--- config.mk ---
export PLATFORM = sky130hd
export DESIGN_NAME = program_counter
export DESIGN_NICKNAME = d
export VERILOG_FILES = /design/src/rtl/program_counter.sv
export SDC_FILE = /design/constraint.sdc
export NUM_CORES = 1
export LEC_CHECK = 0
export ABC_AREA = 1
export CAP_MARGIN = 20
export CORE_MARGIN = 2
export CORE_UTILIZATION = 52
export DETAILED_ROUTE_END_ITERATION = 12
export PLACE_DENSITY = 0.95
export SYNTH_ARGS = -nofsm -noshare
export SYNTH_HDL_FRONTEND = slang
export SYNTH_SLANG_ARGS = --single-unit
--- constraint.sdc ---
create_clock -name clk -period 4.35 [get_ports clk]
set_input_delay 0.435 -clock clk [delete_from_list [all_inputs] [get_ports clk]]
set_output_delay 0.435 -clock clk [all_outputs]
set_load 0.05 [all_outputs]
--- src/rtl/program_counter.sv ---
// Fetch-stage program counter: increment, branch, jump, call/return via a
// return-address stack (RAS enabled by PROGRAM_COUNTER_RAS_EN).
// Ports: clk, reset_n (async low); stall; br_taken/br_offset; jump/jump_addr;
// call; ret -> pc, pc_plus_one, ras_empty, ras_full, ras_err.
module program_counter #(
  parameter int WIDTH = 16,
  parameter logic [WIDTH-1:0] RESET_PC = '0,
  parameter int RAS_DEPTH = 4
) (
  input  logic             clk,
  input  logic             reset_n,
  input  logic             stall,
  input  logic             br_taken,
  input  logic [WIDTH-1:0] br_offset,
  input  logic             jump,
  input  logic [WIDTH-1:0] jump_addr,
  input  logic             call,
  input  logic             ret,
  output logic [WIDTH-1:0] pc,
  output logic [WIDTH-1:0] pc_plus_one,
  output logic             ras_empty,
  output logic             ras_full,
  output logic             ras_err
);

  logic [WIDTH-1:0] pc_n;

  assign pc_plus_one = pc + WIDTH'(1);

  always_ff @(posedge clk or negedge reset_n) begin
    if (!reset_n) pc <= RESET_PC;
    else          pc <= pc_n;
  end

`ifdef PROGRAM_COUNTER_RAS_EN
  localparam int AW = $clog2(RAS_DEPTH);
  localparam int CW = AW + 1;
  localparam logic [CW-1:0] FULL = CW'(RAS_DEPTH);

  logic [WIDTH-1:0] stack [RAS_DEPTH];
  logic [CW-1:0]    count;
  logic [AW-1:0]    top;
  logic             push;
  logic             pop;
  logic             err_n;
  logic             err_q;

  // Low bits of count address the free slot; one below is the top entry.
  assign top = count[AW-1:0] - AW'(1);

  always_comb begin
    pc_n  = pc_plus_one;
    push  = 1'b0;
    pop   = 1'b0;
    err_n = 1'b0;
    if (stall) begin
      pc_n = pc;
    end else if (ret) begin
      if (count != '0) begin
        pc_n = stack[top];
        pop  = 1'b1;
      end else begin
        err_n = 1'b1;
      end
    end else if (call) begin
      pc_n = jump_addr;
      if (count == FULL) err_n = 1'b1;
      else               push  = 1'b1;
    end else if (jump) begin
      pc_n = jump_addr;
    end else if (br_taken) begin
      pc_n = pc + br_offset;
    end
  end

  always_ff @(posedge clk or negedge reset_n) begin
    if (!reset_n) begin
      count <= '0;
      err_q <= 1'b0;
    end else begin
      err_q <= err_n;
      if (push)     count <= count + CW'(1);
      else if (pop) count <= count - CW'(1);
    end
  end

  always_ff @(posedge clk or negedge reset_n) begin
    if (!reset_n) begin
      for (int i = 0; i < RAS_DEPTH; i++) stack[i] <= '0;
    end else if (push) begin
      stack[count[AW-1:0]] <= pc_plus_one;
    end
  end

  assign ras_empty = (count == '0);
  assign ras_full  = (count == FULL);
  assign ras_err   = err_q;
`else
  // Without a stack, call degenerates to jump and ret to increment.
  always_comb begin
    pc_n = pc_plus_one;
    if (stall)         pc_n = pc;
    else if (ret)      pc_n = pc_plus_one;
    else if (call)     pc_n = jump_addr;
    else if (jump)     pc_n = jump_addr;
    else if (br_taken) pc_n = pc + br_offset;
  end

  assign ras_empty = 1'b1;
  assign ras_full  = 1'b0;
  assign ras_err   = 1'b0;
`endif

endmodule

=== Word-level counts from Yosys, hierarchy flattened ===
Cells that the tools add are included.

* $add $sub $neg: 2
* Multiplexer cells: 4

{| class="wikitable"
|+ Operators by type and width
! kind !! number
|-
| 16-bit 2-to-1 mux || 4
|-
| 16-bit by 1-bit adder with 16-bit output, second input constant || 1
|-
| 16-bit adder || 1
|}

* Word-level logic and storage cells: 7
* Register bits: 16
* Output and inout port bits: 35
* Input bits: 39

=== Depth between registers and ports, before layout ===
Gate-level depths: netlist of run 1.

* Depth in word-level cells: 5
* Mapped depth: 14
* Gate-level depth less buffers: 14

=== Worst setup path after synthesis of run 1 ===
No wires, ideal clock.

* Kind: register to output
* Start: register pc[2]
* End: output port pc_plus_one[7]
* Arrival time: 2.041 ns
* Cell stages (with the launch flop): 5
* Required time: 3.915 ns
* Buffers on the path: 0
* Setup slack: 1.874 ns
* Cells stage by stage: dfrtp_1 inv_1 nor2_1 nand2_1 xnor2_1

* Longest elaborated chain between the ends: 1

{| class="wikitable"
|+ Ends and longest elaborated chain
! item !! line !! source
|-
| start: declaration || 19 || <nowiki>output logic [WIDTH-1:0] pc,</nowiki>
|-
| start signal: assignment || 32 || <nowiki>else pc <= pc_n;</nowiki>
|-
| 16-bit by 1-bit adder with 16-bit output || 28 || <nowiki>assign pc_plus_one = pc + WIDTH'(1);</nowiki>
|-
| end: declaration || 20 || <nowiki>output logic [WIDTH-1:0] pc_plus_one,</nowiki>
|}

Every way passes these cells.

=== Worst setup path after layout of run 1 ===
* Start: register pc[1]
* End: output port pc_plus_one[10]

Same word-level chain as after synthesis.

==> run_results.csv, run 1 <==
group,metric,value,unit
sta,worstMarginPinSlew,803,ps
sta,setup_slack,1290,ps
die,io_pins,74,
cts,hold_buffers,0,
die,row_count,24,
hold_path,hold_end,"pc[14]",
layout,fillers,371,
cts,cts-root-buf,"clkbuf_8",
layout,area.growth.synth_to_final,32.3,%
yosys,netlist_instances,433,
die,die_h,71.8,um
place,place_hpwl,5970,um
grt,grt_start_max_net_pins,19,
sta,clock_skew,4.95,ps
detailed_routing,wl,7620,um
setup_path,r2r-start,"pc[0]",
yosys,synthFlopType,"dfrtp_1",
layout,drive_above_1_share,0.0382,
cts,clock_latency,250,ps
cts,numCtsBuffers,3,
sta,hold_violations,0,
detailed_routing,post-route-drc-count,0,
cts,clock_path_buffers,2,
yosys,ys_warn_count,0,
grt,overflow,0,
layout,largest_register_ff_count,16,
grt,grt_usage,0.299,
place,io_buffers,70,
sta,slew_headroom,0.463,
die,start_util,0.546,
yosys,ys_seq_elements,16,
grt,grt_pass1_vias,2823,
setup_path,critical_path.startpoint_type,"register",
setup_path,critical_path_class,"register to primary output",
cts,htree_num_levels,1,
sta,hold_slack,589,ps
detailed_routing,ant_nets,0,
cts,cts_tree,"built",
place,gp_congestion,0.942,
place,dp_worst_setup_slack,1580,ps
detailed_routing,dr_total_vias,3046,
sta,min_period,3060,ps
detailed_routing,viasPerCell,5.54,
layout,regMostFlops,"pc",
die,die-width,71.8,um
power,ir_worst_vdd,0.262,mV
yosys,synth_cell_types,32,
layout,diodes,0,
detailed_routing,wl_per_cell,13.9,um
sta,tns,0,ps
yosys,async_flop_share,1.00,
setup_path,reg2reg_setup_slack,2180,ps
cts,post_cts_buffers,0,
yosys,syn_avg_cell_area,5.53,sq um
setup_path,cp_max_fo,6,
setup_path,cp-end-kind,"primary output",
die,coreArea,4380,sq um
power,powerDensity,345,nW/um^2
setup_path,crit_start,"pc[1]",
setup_path,cp.arrival,2620,ps
grt,antenna_found_initial,0,
die,dieArea,5160,sq um
hold_path,hold_depth,2,
detailed_routing,dr.first_iter.drc_count,268,
grt,grt_pass1_wl,12400,um
yosys,ys_seq_area_frac,0.167,
cts,clock_sinks,16,
flow_run,drv_cap,0,
power,leakage,1.73,nW
layout,post-route-util,0.722,
sta,finalMaxSlewViolations,0,
layout,reg_top3,"pc: 16 flops",
layout,finalNetCount,555,
outcome,status,"finished clean",
power,p_total,1.09,mW
cts,cts_resized,0,
setup_path,regToRegEndpoint,"pc[6]",
yosys,syn_area,2390,sq um
sta,grt_setup_unrepaired,"no",
hold_path,worstHoldPathType,"register to register",
setup_path,cp_data_required_time,3910,ps
setup_path,rr_worst_depth,11,
detailed_routing,drtPass1Iterations,7,
sta,max_freq,327,MHz
sta,setup_viol_count_final,0,
cts,path_clk_slew,70,ps
hold_path,min_from,"pc[14]",
sta,fin_crit_sh,0.703,
yosys,synth_edf_count,0,
## routing by layer
metal / part of all wire / GRT usage / vias up
li1: - / - / 1476
met1: 0.38 / 0.373 / 1341
met2: 0.49 / 0.517 / 202
met3: 0.10 / 0.0408 / 27
met4: 0.021 / 0.122 / 0
met5: 0 / 0 / -
## through the flow
| stage | std cells | cell area [sq um] |
|---|---|---|
| finish | 550 | 3170 |
| global route | 550 | 3170 |
| CTS | 550 | 3170 |
| detailed placement | 546 | 3110 |
| global placement | 546 | 3110 |
| floorplan | 434 | 2400 |
## final cells by class
| class | count | area [sq um] | share of cell area |
|---|---|---|---|
| Clock buffer | 4 | 55.1 | 0.0174 |
| Inverter | 74 | 278 | 0.0877 |
| Sequential cell | 16 | 400 | 0.126 |
| Timing Repair Buffer | 70 | 701 | 0.221 |
| Multi-Input combinational cell | 334 | 1670 | 0.526 |
| Tap cell | 52 | 65.1 | 0.0206 |
## worst max-delay path, stage by stage (launching register included)
cell and delay, ps:
dfrtp_1 480, ha_1 230, inv_1 60, nor2_2 230, nand3_2 170, nor2_4 160
nand2_1 60, nand2_1 70, nand2_1 60, inv_2 60, clkdlybuf4s50_1 790
## power by group
group / leakage, nW / switching [mW] / internal [mW]
clock: 0.0288 / 0.0567 / 0.0804
sequential: 0.190 / 0.0565 / 0.171
combinational: 1.51 / 0.476 / 0.252
total: 1.73 / 0.589 / 0.503
## synthesized netlist by cell type, drive strengths merged, types with 6 or more instances
cell type | count | share of area
nand2 | 168 | 0.26
inv | 74 | 0.12
nand3 | 36 | 0.079
nor2 | 33 | 0.057
a21oi | 23 | 0.048
o21ai | 19 | 0.046
dfrtp | 16 | 0.17
ha | 16 | 0.084
buf | 6 | 0.016
nor3 | 6 | 0.013
xor2 | 6 | 0.025
## cells by family after synthesis
| kind of cell | after synthesis | share of synthesized area |
|---|---|---|
| xor+xnor | 10 | 0.0397 |
| flops | 16 | 0.167 |
| other cells | 2 | 0.00314 |
| buf+inv | 84 | 0.138 |
| simple gates | 256 | 0.447 |
| compound gates | 48 | 0.112 |
| fa+ha+maj | 17 | 0.0920 |
## cells in the final DEF, fill, tap and decap left out, types with 5 or more instances in the layout
| cell type | count |
|---|---|
| nand2_1 | 168 |
| inv_1 | 73 |
| clkdlybuf4s50_1 | 70 |
| nand3_1 | 34 |
| nor2_1 | 30 |
| a21oi_1 | 23 |
| ha_1 | 16 |
| dfrtp_1 | 16 |
| o21ai_0 | 15 |
| nor3_1 | 6 |
| xor2_1 | 5 |
## worst max path at each step
stage | end | cells after the start
floorplan | pc_plus_one[7] | 4
global placement | pc_plus_one[10] | 10
detailed placement | pc_plus_one[10] | 10
CTS | pc_plus_one[10] | 10
global route | pc_plus_one[10] | 10
finish | pc_plus_one[10] | 10
(Power assumes the default switching activity.)
==> run 2, diff against run 1 <==
--- a/config.mk
+++ b/config.mk
@@ -8,9 +8,9 @@
 export ABC_AREA = 1
 export CAP_MARGIN = 20
 export CORE_MARGIN = 2
-export CORE_UTILIZATION = 52
+export CORE_UTILIZATION = 48
 export DETAILED_ROUTE_END_ITERATION = 12
-export PLACE_DENSITY = 0.95
+export PLACE_DENSITY = 0.89
 export SYNTH_ARGS = -nofsm -noshare
 export SYNTH_HDL_FRONTEND = slang
 export SYNTH_SLANG_ARGS = --single-unit
==> constraint.sdc (replaced) <==
create_clock -name clk -period 3.1 [get_ports clk]
set_input_delay 0.31 -clock clk [delete_from_list [all_inputs] [get_ports clk]]
set_output_delay 0.31 -clock clk [all_outputs]
set_load 0.05 [all_outputs]
==> run 2 against run 1 <==
Compared with the run above: sequential cell count unchanged; final cell count increased by 3.3%; sequential power increased by 39%; clock skew decreased by 2.6 ps; critical path type unchanged; largest power group unchanged.
==> run_results.csv, run 2 (synthesis gave the netlist of run 1 again) <==
group,metric,value,unit
flow_run,drv_cap,0,
sta,fin_crit_sh,0.932,
detailed_routing,dr_total_vias,2989,
cts,clock_sinks,16,
layout,layout_commonest_cell,"nand2_1",
die,start_util,0.503,
cts,hold_buffers,0,
die,die_h,74.6,um
detailed_routing,wl,7870,um
grt,grt_start_max_net_pins,19,
cts,numCtsBuffers,3,
setup_path,regToRegEndpoint,"pc[12]",
die,die-width,74.6,um
place,place_hpwl,6230,um
sta,min_period,2890,ps
layout,final_cell_mix,"168 x nand2_1, 73 x inv_1, 69 x clkdlybuf4s50_1",
setup_path,cp_max_fo,7,
grt,antenna_found_initial,0,
layout,drive_above_1_share,0.0439,
place,placed_cell_area,3150,sq um
power,p_total,1.53,mW
grt,overflow,0,
place,io_buffers,70,
power,powerDensity,477,nW/um^2
layout,largest_register_ff_count,16,
detailed_routing,post-route-drc-count,0,
sta,worstMarginPinSlew,803,ps
die,dieArea,5570,sq um
outcome,status,"finished clean",
place,gp_congestion,0.940,
detailed_routing,ant_nets,0,
sta,tns,0,ps
detailed_routing,viasPerCell,5.26,
power,leakage,1.75,nW
layout,final_area,3210,sq um
cts,htree_num_levels,1,
die,io_pins,74,
layout,post-route-util,0.675,
sta,grt_setup_unrepaired,"no",
grt,grt_pass1_vias,2820,
grt,grt_pass1_wl,12800,um
setup_path,cp_data_required_time,2790,ps
cts,clock_latency,250,ps
layout,reg_top3,"pc: 16 flops",
layout,finalNetCount,558,
setup_path,cp.arrival,2580,ps
grt,grt_usage,0.299,
setup_path,reg2reg_setup_slack,930,ps
layout,diodes,0,
sta,setup_viol_count_final,0,
power,ir_worst_vdd,0.330,mV
sta,finalMaxSlewViolations,0,
sta,clock_skew,2.35,ps
sta,slew_headroom,0.463,
setup_path,cp-end-kind,"primary output",
detailed_routing,drtPass1Iterations,5,
layout,regMostFlops,"pc",
setup_path,critical_path.startpoint_type,"register",
layout,area.growth.synth_to_final,34.1,%
sta,hold_violations,0,
detailed_routing,dr.first_iter.drc_count,187,
detailed_routing,wl_per_cell,13.9,um
hold_path,worstHoldPathType,"input pin to async pin",
setup_path,critical_path_class,"register to primary output",
cts,cts_tree,"built",
cts,path_clk_slew,70,ps
die,row_count,25,
setup_path,r2r-start,"pc[0]",
die,coreArea,4750,sq um
setup_path,rr_worst_depth,13,
sta,max_freq,346,MHz
cts,clock_path_buffers,2,
cts,cts-root-buf,"clkbuf_8",
==> run 2: power breakdown <==
group          internal (mW)  total, mW  switching [mW]
sequential             0.240      0.317          0.0767
clock                  0.113      0.194          0.0806
combinational          0.355       1.02           0.665
total                  0.709       1.53           0.823
==> run 2: worst max-delay path: stages, from the launching register on <==
cell and delay (ps):
dfrtp_1 480, ha_1 230, inv_1 60, nor2_2 210
nand3_2 160, nor2_4 170, xor2_2 180, clkdlybuf4s50_1 830
==> run 2: per-layer routing <==
layer / vias up / global-route usage / part of all wire / routed length (um)
met4: 0 / 0.109 / 0.022 / 175
met5: - / 0 / 0 / 0
met1: 1341 / 0.380 / 0.41 / 3220
met3: 21 / 0.0321 / 0.089 / 704
li1: 1480 / - / - / -
met2: 147 / 0.524 / 0.48 / 3780
==> run 2: repair_timing <==
| action | CTS | global route |
|---|---|---|
| gates resized for setup | 0 | 1 |
| setup endpoints to repair | 0 | 1 |
| buffers inserted | 0 | 0 |
==> run 2: area by class of cell <==
cell class              count  area (sq um)
flip-flops and latches     16           400
well taps                  67          83.8
multi-input cells         334          1670
fillers                   452          1550
clock buffers               4          55.1
repair buffers             73           726
inverters                  74           278
==> run 2: worst max path at each step <==
stage               cells past startpoint   from         endpoint  slack (ps)
floorplan                              10  pc[2]           pc[11]         640
CTS                                    10  pc[0]  pc_plus_one[10]         200
finish                                  7  pc[0]   pc_plus_one[8]         210
global placement                       10  pc[0]  pc_plus_one[10]         540
detailed placement                     10  pc[0]  pc_plus_one[10]         490
global route                            7  pc[1]   pc_plus_one[8]          70
==> run 2: metrics by stage <==
step / hold WS, ps / setup WS (ps) / std cells
2_1_floorplan: 14.4 / 636 / 434
3_3_place_gp: 556 / 544 / 564
3_5_place_dp: 570 / 490 / 564
4_1_cts: 539 / 196 / 568
5_1_grt: 578 / 65.1 / 568
6_report: 515 / 211 / 568
==> run 3, diff against run 2 <==
--- a/config.mk
+++ b/config.mk
@@ -7,10 +7,14 @@
 export LEC_CHECK = 0
 export ABC_AREA = 1
 export CAP_MARGIN = 20
+export CELL_PAD_IN_SITES_DETAIL_PLACEMENT = 1
+export CELL_PAD_IN_SITES_GLOBAL_PLACEMENT = 1
 export CORE_MARGIN = 2
-export CORE_UTILIZATION = 48
+export CORE_UTILIZATION = 31
 export DETAILED_ROUTE_END_ITERATION = 12
-export PLACE_DENSITY = 0.89
+export GPL_ROUTABILITY_DRIVEN = 0
+export PLACE_DENSITY = 0.88
+export SKIP_LAST_GASP = 1
 export SYNTH_ARGS = -nofsm -noshare
 export SYNTH_HDL_FRONTEND = slang
 export SYNTH_SLANG_ARGS = --single-unit
==> run 3 against run 2 <==
Compared with the run above: critical path type unchanged; first-iteration DRC count is 40% lower; critical endpoint is now pc_plus_one[10]; core utilization fell by 25 points; register-to-register slack got worse by 20 ps; sequential power about the same.
==> run_results.csv, run 3 (synthesis gave the netlist of run 1 again) <==
group,metric,value,unit
power,p_total,1.56,mW
grt,gr-usage-met2,0.418,
detailed_routing,drtPass1Iterations,4,
layout,largest_register_ff_count,16,
sta,clock_skew,4.83,ps
cts,clock_path_buffers,2,
flow_run,drv_cap,0,
die,coreArea,7610,sq um
sta,max_freq,339,MHz
grt,grt_pass1_wl,15100,um
detailed_routing,ant_nets,0,
sta,setup_slack,154,ps
cts,cts-root-buf,"clkbuf_8",
cts,cts_resized,0,
sta,hold_violations,0,
layout,finalNonFillerCells,604,
power,powerDensity,480,nW/um^2
setup_path,cp_max_fo,6,
setup_path,regToRegEndpoint,"pc[14]",
grt,met3_usage,0.0164,
cts,cts_tree,"built",
grt,grt_usage,0.224,
place,dp_worst_setup_slack,444,ps
setup_path,rr_worst_depth,14,
cts,post_cts_buffers,0,
detailed_routing,dr.first_iter.drc_count,112,
place,placed_cell_area,3200,sq um
layout,post-route-util,0.428,
outcome,status,"finished clean",
setup_path,cp_data_required_time,2790,ps
grt,grt_start_max_net_pins,19,
setup_path,crit_family,"buffers and inverters",
layout,regMostFlops,"pc",
cts,clock_sinks,16,
sta,grt_setup_unrepaired,"no",
place,io_buffers,70,
sta,finalMaxSlewViolations,0,
setup_path,slowest_delay,800,ps
sta,worstMarginPinSlew,862,ps
detailed_routing,wl_per_cell,15.4,um
cts,path_clk_slew,80,ps
setup_path,slowest_stage,"clkdlybuf4s50_1",
hold_path,worstHoldPathType,"input pin to async pin",
grt,grt_pass1_vias,3242,
setup_path,critPathBufInv,3,
setup_path,cp.arrival,2640,ps
layout,finalNetCount,559,
grt,top_usage_layer,"met2",
die,die_h,91.9,um
layout,diodes,0,
sta,setup_viol_count_final,0,
sta,fin_crit_sh,0.950,
place,place_hpwl,7560,um
sta,slew_headroom,0.424,
layout,final_area,3260,sq um
detailed_routing,dr_total_vias,3001,
power,ir_worst_vdd,0.266,mV
setup_path,path_cells,"ha_1 > inv_1 > nor2_2 > nand3_2 > nor2_4 > nand2_1 > nand2_1 > nand2_1 > inv_2 > clkdlybuf4s50_1",
grt,met1_usage,0.269,
die,dieArea,8440,sq um
place,post-place-cells,600,
layout,reg_top3,"pc: 16 flops",
sta,tns,0,ps
sta,min_period,2950,ps
detailed_routing,post-route-drc-count,0,
layout,area.growth.synth_to_final,36.1,%
die,start_util,0.315,
cts,htree_num_levels,1,
layout,final_cell_mix,"168 x nand2_1, 73 x inv_1, 70 x clkdlybuf4s50_1",
grt,antenna_found_initial,0,
die,die-width,91.9,um
setup_path,r2r-start,"pc[0]",
grt,overflow,0,
setup_path,critPathMostFrequentCell,"nand2_1",
cts,clock_latency,260,ps
layout,layout_commonest_cell,"nand2_1",
setup_path,cp-end-kind,"primary output",
cts,numCtsBuffers,3,
setup_path,reg2reg_setup_slack,910,ps
sta,hold_slack,535,ps
setup_path,critical_path.startpoint_type,"register",
cts,hold_buffers,0,
detailed_routing,wl,9330,um
setup_path,path_depth,10,
setup_path,critical_path_class,"register to primary output",
die,io_pins,74,
layout,drive_above_1_share,0.0458,
detailed_routing,viasPerCell,4.97,
power,leakage,1.75,nW
die,row_count,32,
==> run 3: cell count changes in the layout (fill, tap and decap cells not counted), sizes merged <==
cell,previous run,this run
buf,3,4
clkdlybuf4s50,69,70
dlymetal6s2s,1,0
==> run 3: per-layer routing <==
metal	wire length [um]	share of wire	vias to the layer above
met5	0	0	-
met2	4810	0.52	82
met3	408	0.044	23
met1	3830	0.41	1415
li1	-	-	1481
met4	277	0.030	0
==> run 3: power by group <==
part / total [mW] / internal, mW / switching, mW
combinational: 1.04 / 0.358 / 0.685
clock: 0.202 / 0.113 / 0.0887
sequential: 0.320 / 0.240 / 0.0797
==> run 3: worst max-delay path by stage <==
stage	end	slack (ps)	startpoint
2_1_floorplan	pc[11]	640	pc[2]
3_3_place_gp	pc_plus_one[10]	530	pc[0]
3_5_place_dp	pc_plus_one[10]	440	pc[1]
4_1_cts	pc_plus_one[10]	150	pc[1]
5_1_grt	pc_plus_one[10]	8	pc[1]
6_report	pc_plus_one[10]	150	pc[1]
==> run 3: area by class of cell <==
cell class / count / area, sq um
sequential: 16 / 400
inverter: 74 / 278
timing repair buffer: 74 / 731
clock buffer: 4 / 55.1
fill: 1065 / 4350
multi-input combinational: 334 / 1670
tap: 102 / 128
